### config.mk
export PLATFORM = sky130hd
export DESIGN_NAME = hp_fifo
export DESIGN_NICKNAME = d
export VERILOG_FILES = /design/src/rtl/hp_fifo.sv
export SDC_FILE = /design/constraint.sdc
export NUM_CORES = 1
export LEC_CHECK = 0
export CORE_MARGIN = 3
export CORE_UTILIZATION = 27
export CTS_BUF_LIST = sky130_fd_sc_hd__clkbuf_4 sky130_fd_sc_hd__clkbuf_8 sky130_fd_sc_hd__clkbuf_16
export DETAILED_ROUTE_END_ITERATION = 10
export HOLD_SLACK_MARGIN = 0.03
export MAX_ROUTING_LAYER = met4
export PLACE_DENSITY = 0.53
export SLEW_MARGIN = 25
export SYNTH_ARGS = -nofsm -noshare
export SYNTH_HDL_FRONTEND = slang
export SYNTH_SLANG_ARGS = --single-unit
### constraint.sdc
create_clock -name clk -period 3.9 [get_ports clk]
set_clock_uncertainty 0.2 [all_clocks]
set_input_delay 0.39 -clock clk [delete_from_list [all_inputs] [get_ports clk]]
set_output_delay 0.39 -clock clk [all_outputs]
set_load 0.02 [all_outputs]
### src/rtl/hp_fifo.sv
// Host-to-parasite Tube data FIFO: single clock, inferred storage, first-word-fall-through read port.
// Host pushes bytes on qualified host cycles; parasite pops them in order on qualified parasite cycles.
module hp_fifo #(
    parameter int         DEPTH_LOG2 = 4,
    parameter logic [7:0] EMPTY_BYTE = 8'hAA
) (
    input  logic                  clk,
    input  logic                  h_rst_b,
    input  logic                  h_cken,
    input  logic                  h_selectData,
    input  logic                  h_wr,
    input  logic [7:0]            h_data,
    input  logic                  h_clear,
    input  logic                  p_cken,
    input  logic                  p_selectData,
    input  logic                  p_rdnw,
    output logic [7:0]            p_data,
    output logic                  p_data_available,
    output logic                  h_not_full,
    output logic                  h_overflow,
    output logic [DEPTH_LOG2:0]   count
);

    localparam int DEPTH = 1 << DEPTH_LOG2;
    localparam logic [DEPTH_LOG2:0]   FULL_COUNT = {1'b1, {DEPTH_LOG2{1'b0}}};
    localparam logic [DEPTH_LOG2:0]   CNT_ONE    = {{DEPTH_LOG2{1'b0}}, 1'b1};
    localparam logic [DEPTH_LOG2-1:0] PTR_ONE    = {{(DEPTH_LOG2-1){1'b0}}, 1'b1};

    logic [7:0]            mem [DEPTH];
    logic [DEPTH_LOG2-1:0] wptr;
    logic [DEPTH_LOG2-1:0] rptr;
    logic [DEPTH_LOG2:0]   count_q;
    logic                  overflow_q;

    logic full;
    logic empty;
    logic clear;
    logic push_req;
    logic pop_req;
    logic do_push;
    logic do_pop;
    logic overflow_set;

    // Handshake: a request is honoured only on a cycle where its side's cken is high;
    // there is no back-pressure, so status flags tell each side whether its access will land.
    assign push_req = h_cken & h_selectData & h_wr;
    assign pop_req  = p_cken & p_selectData & p_rdnw;
    assign clear    = h_cken & h_clear;

    assign full  = (count_q == FULL_COUNT);
    assign empty = (count_q == '0);

    // A pop from a full FIFO frees the slot the simultaneous push lands in.
    assign do_pop       = pop_req & ~empty & ~clear;
    assign do_push      = push_req & (~full | do_pop) & ~clear;
    assign overflow_set = push_req & full & ~do_pop & ~clear;

    always_ff @(posedge clk or negedge h_rst_b) begin
        if (!h_rst_b) begin
            wptr       <= '0;
            rptr       <= '0;
            count_q    <= '0;
            overflow_q <= 1'b0;
        end else if (clear) begin
            wptr       <= '0;
            rptr       <= '0;
            count_q    <= '0;
            overflow_q <= 1'b0;
        end else begin
            if (do_push) wptr <= wptr + PTR_ONE;
            if (do_pop)  rptr <= rptr + PTR_ONE;
            if (do_push && !do_pop) count_q <= count_q + CNT_ONE;
            else if (do_pop && !do_push) count_q <= count_q - CNT_ONE;
            if (overflow_set) overflow_q <= 1'b1;
        end
    end

    // Storage is deliberately not reset; pointers alone define what is visible.
    always_ff @(posedge clk) begin
        if (do_push) mem[wptr] <= h_data;
    end

    assign p_data           = empty ? EMPTY_BYTE : mem[rptr];
    assign p_data_available = ~empty;
    assign h_not_full       = ~full;
    assign h_overflow       = overflow_q;
    assign count            = count_q;

endmodule

==> metrics.txt, run 1 <==
status=finished clean; crit-path max FO=20; Area Growth Syn to Fin=22.1%; Hold Vio Cnt, Final=0; dpl cells=642; largest net degree at the start of global routing=36; Syn. warnings=0; CTS Sinks=142; Final ANT Viol Nets=0; Seq cells post-synth=142; iteration-0 DRC count of the detailed router=265; Post-CTS Setup Bufs=0; Diodes inserted=0; via count of the first global-routing pass=3202; fin util=33.7%; RSZ-0062 raised after global routing=false; DRC viols=0; Clk pin slew, worst setup/hold paths=0.06 ns; CTS tree=built; Overflow after GRT=0; core area=21900 um^2; Critical Path End Type=output port; FMAX=0.275 GHz; Synth Flop Type=edfxtp_1; port bufs=32; Mapped Cells=323; hold buffers post-CTS=0; DP HPWL=8420 um; Post-Synthesis Net Count=350; NumNets Final=408; total negative slack=0 ns; Slowest cell on crit path=dfrtp_2; deepest clock path buffer count=2; IO Count=33; Post-Syn Area per Cell=18.7 um^2; cell taking the most area after synthesis=edfxtp_1; PnR Total Power=0.00458 W; Vias/cell=4.72; layout cell share with drive strength beyond 1=22.1%; most common cell in the synthesized netlist=edfxtp_1; Slew HR=51.8%; fin crit period=3.63 ns; routed vias=3178; Slew @ Worst Pin=0.721 ns; Post-synth EDFFs=128; GP Congestion=0.791; count of cell types in the netlist=43; asr flop ratio synth=9.86%; HP Class=in2async; Root Driver=clkbuf_16; Clk Latency, worst-skew pair=0.41 ns; Worst EP required=3.31 ns; global-route wire length before repair=20200 um; initial antenna violation count=0; TritonRoute pass-1 iters=4; CP max stage delay=0.77 ns; Rows=54; IR drop worst, VDD=0.242 mV; Synth area leaders=edfxtp_1 (64%), mux4_2 (10%), dfrtp_1 (5.8%); post-synth top area share=63.6%; Seq/Total Area, Yosys=69.4%; startpoint types=flop; post-route cell area=7380 um^2; die area=24200 um^2; Chip Height=156 um; Max Slew Vio Count=0; Post-synth top cells=edfxtp_1 (128), mux4_2 (27), nor2_1 (19); fin crit share=93.1%; final setup vio count=0; worst-path cell chain=mux4_1 -> mux4_2 -> and2_1 -> clkdlybuf4s50_1; WL final=13100 um; MaxCap Viol Count=0; gr usage total=11.5%; CTS H-tree depth=4; Die X=156 um; wire length per cell=19.4 um; DP Area=6770 um^2; post-route insts no fill=674; critical path class=reg2out; number of CTS-inserted buffers=17; Critical Path AT=3.04 ns; Post-CTS Resized=0; LEAKAGE=2.47 nW; pwr/cell area=621 nW/um^2; Starting Density=27.6%; synthesized area=6050 um^2
## cells by family after synthesis
logic type	after synthesis	share of synthesized area [%]
simple gates	65	5.36
compound gates	30	3.79
xor+xnor	4	0.580
mux	50	16.3
buf+inv	22	2.42
fa+ha+maj	10	2.19
flops	142	69.4
## layout by cell type (no fill, tap or decap), types with 3 or more instances in the layout
cell and n:
a41o_1 3, edfxtp_1 128, inv_6 4, mux4_1 9
o211ai_1 3, ha_1 9, nand2_1 17, xor2_1 3
bufinv_16 3, nor3_1 5, buf_4 25, a21oi_1 4
inv_1 4, nor2_1 19, o21ai_0 3, a22oi_1 5
clkdlybuf4s50_1 32, mux2i_1 14, and3_1 4, and2_1 7
clkbuf_16 17, mux4_2 27, nand2b_1 4, clkinvlp_4 3
nand3_1 5, dfrtp_1 13
## power breakdown
| part | switching [W] | internal [W] | leakage, nW |
|---|---|---|---|
| Combinational | 0.000550 | 0.000572 | 0.840 |
| Clock | 0.000638 | 0.00102 | 0.290 |
| Sequential | 0.000109 | 0.00170 | 1.34 |
| Total | 0.00130 | 0.00329 | 2.47 |
## critical path, delay by kind of cell, from the launching register on
kind,cells,cell delay [ns]
buf+inv,1,0.54
flops,1,0.77
mux,2,1.14
simple gates,1,0.19
## path summary, 6_finish.rpt
path,start,to,cells past startpoint,slack [ns]
max in group asynchronous,h_rst_b,rptr[0],1,2.79
worst max-delay path,rptr[0],p_data[0],4,0.27
min in group clk,h_overflow,h_overflow,2,0.31
worst min register to register,h_overflow,h_overflow,2,0.31
worst max register to register,count[0],count[4],8,0.79
worst min-delay path,h_rst_b,count[3],1,0.21
## layer usage
layer  global-route usage, %  up-vias  wire length [um]
met5                       -        -                 0
met4                    3.25        0               105
met3                    2.75       10               523
met2                    18.3       62              6650
met1                    14.8     1675              5810
li1                        -     1431                 -
## flip-flops by register name (all words and copies together), names as in the netlist
name / cells
h_overflow: 1
mem: 128
rptr: 4
wptr: 4
count: 5
## stage by stage
step	setup WS, ns	hold slack (ns)
after global placement	0.653	0.293
after detailed placement	0.634	0.299
after floorplan	0.916	-0.106
after CTS	0.189	0.215
final	0.269	0.209
after global routing	0.0662	0.267
## layout make-up
type	count	area, um^2
tap	280	350
timing repair buffer	57	508
clock inverter	15	185
fill	2095	14500
clock buffer	17	425
multi-input combinational	159	1710
sequential	142	4200
inverter	4	15.0
No activity file was read; power rests on OpenSTA's default activity.
==> run 2, diff against run 1 <==
--- a/config.mk
+++ b/config.mk
@@ -5,7 +5,6 @@
 export SDC_FILE = /design/constraint.sdc
 export NUM_CORES = 1
 export LEC_CHECK = 0
-export CORE_MARGIN = 3
 export CORE_UTILIZATION = 27
 export CTS_BUF_LIST = sky130_fd_sc_hd__clkbuf_4 sky130_fd_sc_hd__clkbuf_8 sky130_fd_sc_hd__clkbuf_16
 export DETAILED_ROUTE_END_ITERATION = 10
==> run 2 against run 1 <==
  * Cell area down 0.90%
  * Sequential share of layout area is 0.51 points higher
  * Core utilization is 0.30 points lower
  * Clock-buffer cell count rose by 3
  * Clock power is 10% lower
==> metrics.txt, run 2 (synthesis gave the netlist of run 1 again) <==
most frequent cells in the layout=edfxtp_1 (128), clkdlybuf4s50_1 (32), mux4_2 (27); IR drop worst, VDD=0.270 mV (+12%); HP Class=in2async; global-route wire length before repair=20500 um (+1.4%); number of CTS-inserted buffers=17 (unchanged); RSZ-0062 raised after global routing=false; core area=21900 um^2 (unchanged); Die X=152 um (-2.6%); Slew @ Worst Pin=0.669 ns (-0.0519 ns); Overflow after GRT=0 (unchanged); DP HPWL=8810 um (+4.6%); Slew HR=55.2% (+3.5 points); TritonRoute pass-1 iters=4 (unchanged); commonest non-fill, non-tap cell in the layout=edfxtp_1; GP Congestion=0.788 (-0.33%); Starting Density=27.6% (unchanged); iteration-0 DRC count of the detailed router=240 (-9.4%); MaxCap Viol Count=0 (unchanged); final setup vio count=0 (unchanged); setup slack after layout=0.325 ns (+0.0560 ns); CP Launch Point=rptr[0]; hold buffers post-CTS=0 (unchanged); Post-CTS Resized=0 (unchanged); max reg flops=128 (unchanged); LEAKAGE=2.44 nW (-1.3%); Root Driver=clkbuf_16; Chip Height=152 um (-2.6%); wire length per cell=19.3 um (-0.46%); NumNets Final=408 (unchanged); DRC viols=0 (unchanged); layout cell share with drive strength beyond 1=22.1% (+0.056 points); Critical Path End Type=output port; pre-CTS WS=0.682 ns (+0.0480 ns); Area Growth Syn to Fin=21.0%; Worst EP required=3.31 ns (about the same); fin crit share=91.7% (-1.4 points); reg2reg start=count[1]; Reg with most FFs=mem; Hold Vio Cnt, Final=0 (unchanged); IO Count=33 (unchanged); Critical Path AT=2.99 ns (-0.05 ns); CTS H-tree depth=4 (unchanged); via count of the first global-routing pass=3445 (+7.6%); die area=23000 um^2 (-5.1%); port bufs=32 (unchanged); Final ANT Viol Nets=0 (unchanged); FMAX=0.280 GHz (+1.6%); Max Slew Vio Count=0 (unchanged); initial antenna violation count=0 (unchanged); WL final=13000 um (-0.61%); Clk pin slew, worst setup/hold paths=0.06 ns (about the same); startpoint types=flop; CTS Sinks=142 (unchanged); Rows=54 (unchanged); Post-CTS Setup Bufs=0 (unchanged); Clk Latency, worst-skew pair=0.41 ns (about the same); fin util=33.4% (-0.30 points); total negative slack=0 ns (unchanged); crit-path max FO=18 (-10%); CTS tree=built; critical path class=reg2out; Vias/cell=4.68 (-0.80%); routed vias=3148 (-0.94%); Diodes inserted=0 (unchanged); status=finished clean; gr usage total=12.9% (+1.4 points); fin crit period=3.58 ns (-0.0560 ns); pwr/cell area=605 nW/um^2 (-2.6%); deepest clock path buffer count=2 (unchanged); largest net degree at the start of global routing=36 (unchanged)
[run 2: cell count changes in the layout (fill, tap and decap cells not counted)]
| cell | delta |
|---|---|
| inv_6 | -4 |
| bufinv_16 | -2 |
| clkinvlp_4 | +2 |
| clkinv_4 | -1 |
| inv_8 | -1 |
| clkinv_2 | +3 |
| clkinv_1 | -1 |
| clkbuf_4 | +3 |
[run 2: worst paths after layout]
path | endpoint | slack (ns) | cells after the start
setup / recovery | p_data[1] | 0.32 | 5
min in group clk | h_overflow | 0.33 | 2
hold / removal | count[0] | 0.19 | 1
setup reg to reg | count[4] | 0.71 | 8
max in group asynchronous | rptr[0] | 2.85 | 1
hold reg to reg | h_overflow | 0.33 | 2
[run 2: layout make-up]
class	instances	area (um^2)
clock buffer	20	448
clock inverter	11	96.3
fill	2099	14600
inverter	4	15.0
multi-input combinational	159	1710
sequential	142	4200
tap	280	350
timing repair buffer	57	508
[run 2: where the power goes]
part | internal [W] | switching (W)
sequential | 0.00170 | 0.000106
combinational | 0.000573 | 0.000562
clock | 0.000888 | 0.000597
total | 0.00316 | 0.00126
[run 2: routing by layer]
metal / up-vias / part of all wire [%] / global-route usage (%)
met5: - / 0 / -
met4: 0 / 2.1 / 5.20
met3: 19 / 3.3 / 2.60
met2: 58 / 50 / 20.6
met1: 1638 / 45 / 16.0
li1: 1433 / - / -
[run 2: metrics by stage]
stage	instances	hold slack [ns]	instance area [um^2]	total power, W
floorplan	323	-0.106	6050	0.00260
global placement	642	0.304	6770	0.00297
detailed placement	642	0.320	6770	0.00299
CTS	673	0.210	7320	0.00447
global route	673	0.239	7320	0.00462
finish	673	0.185	7320	0.00442
[run 2: critical path: stages (launching register included)]
cell and delay, ns:
dfrtp_2 0.73, buf_4 0.37, mux4_2 0.53, mux2i_1 0.21, a22oi_1 0.14, clkdlybuf4s50_1 0.57
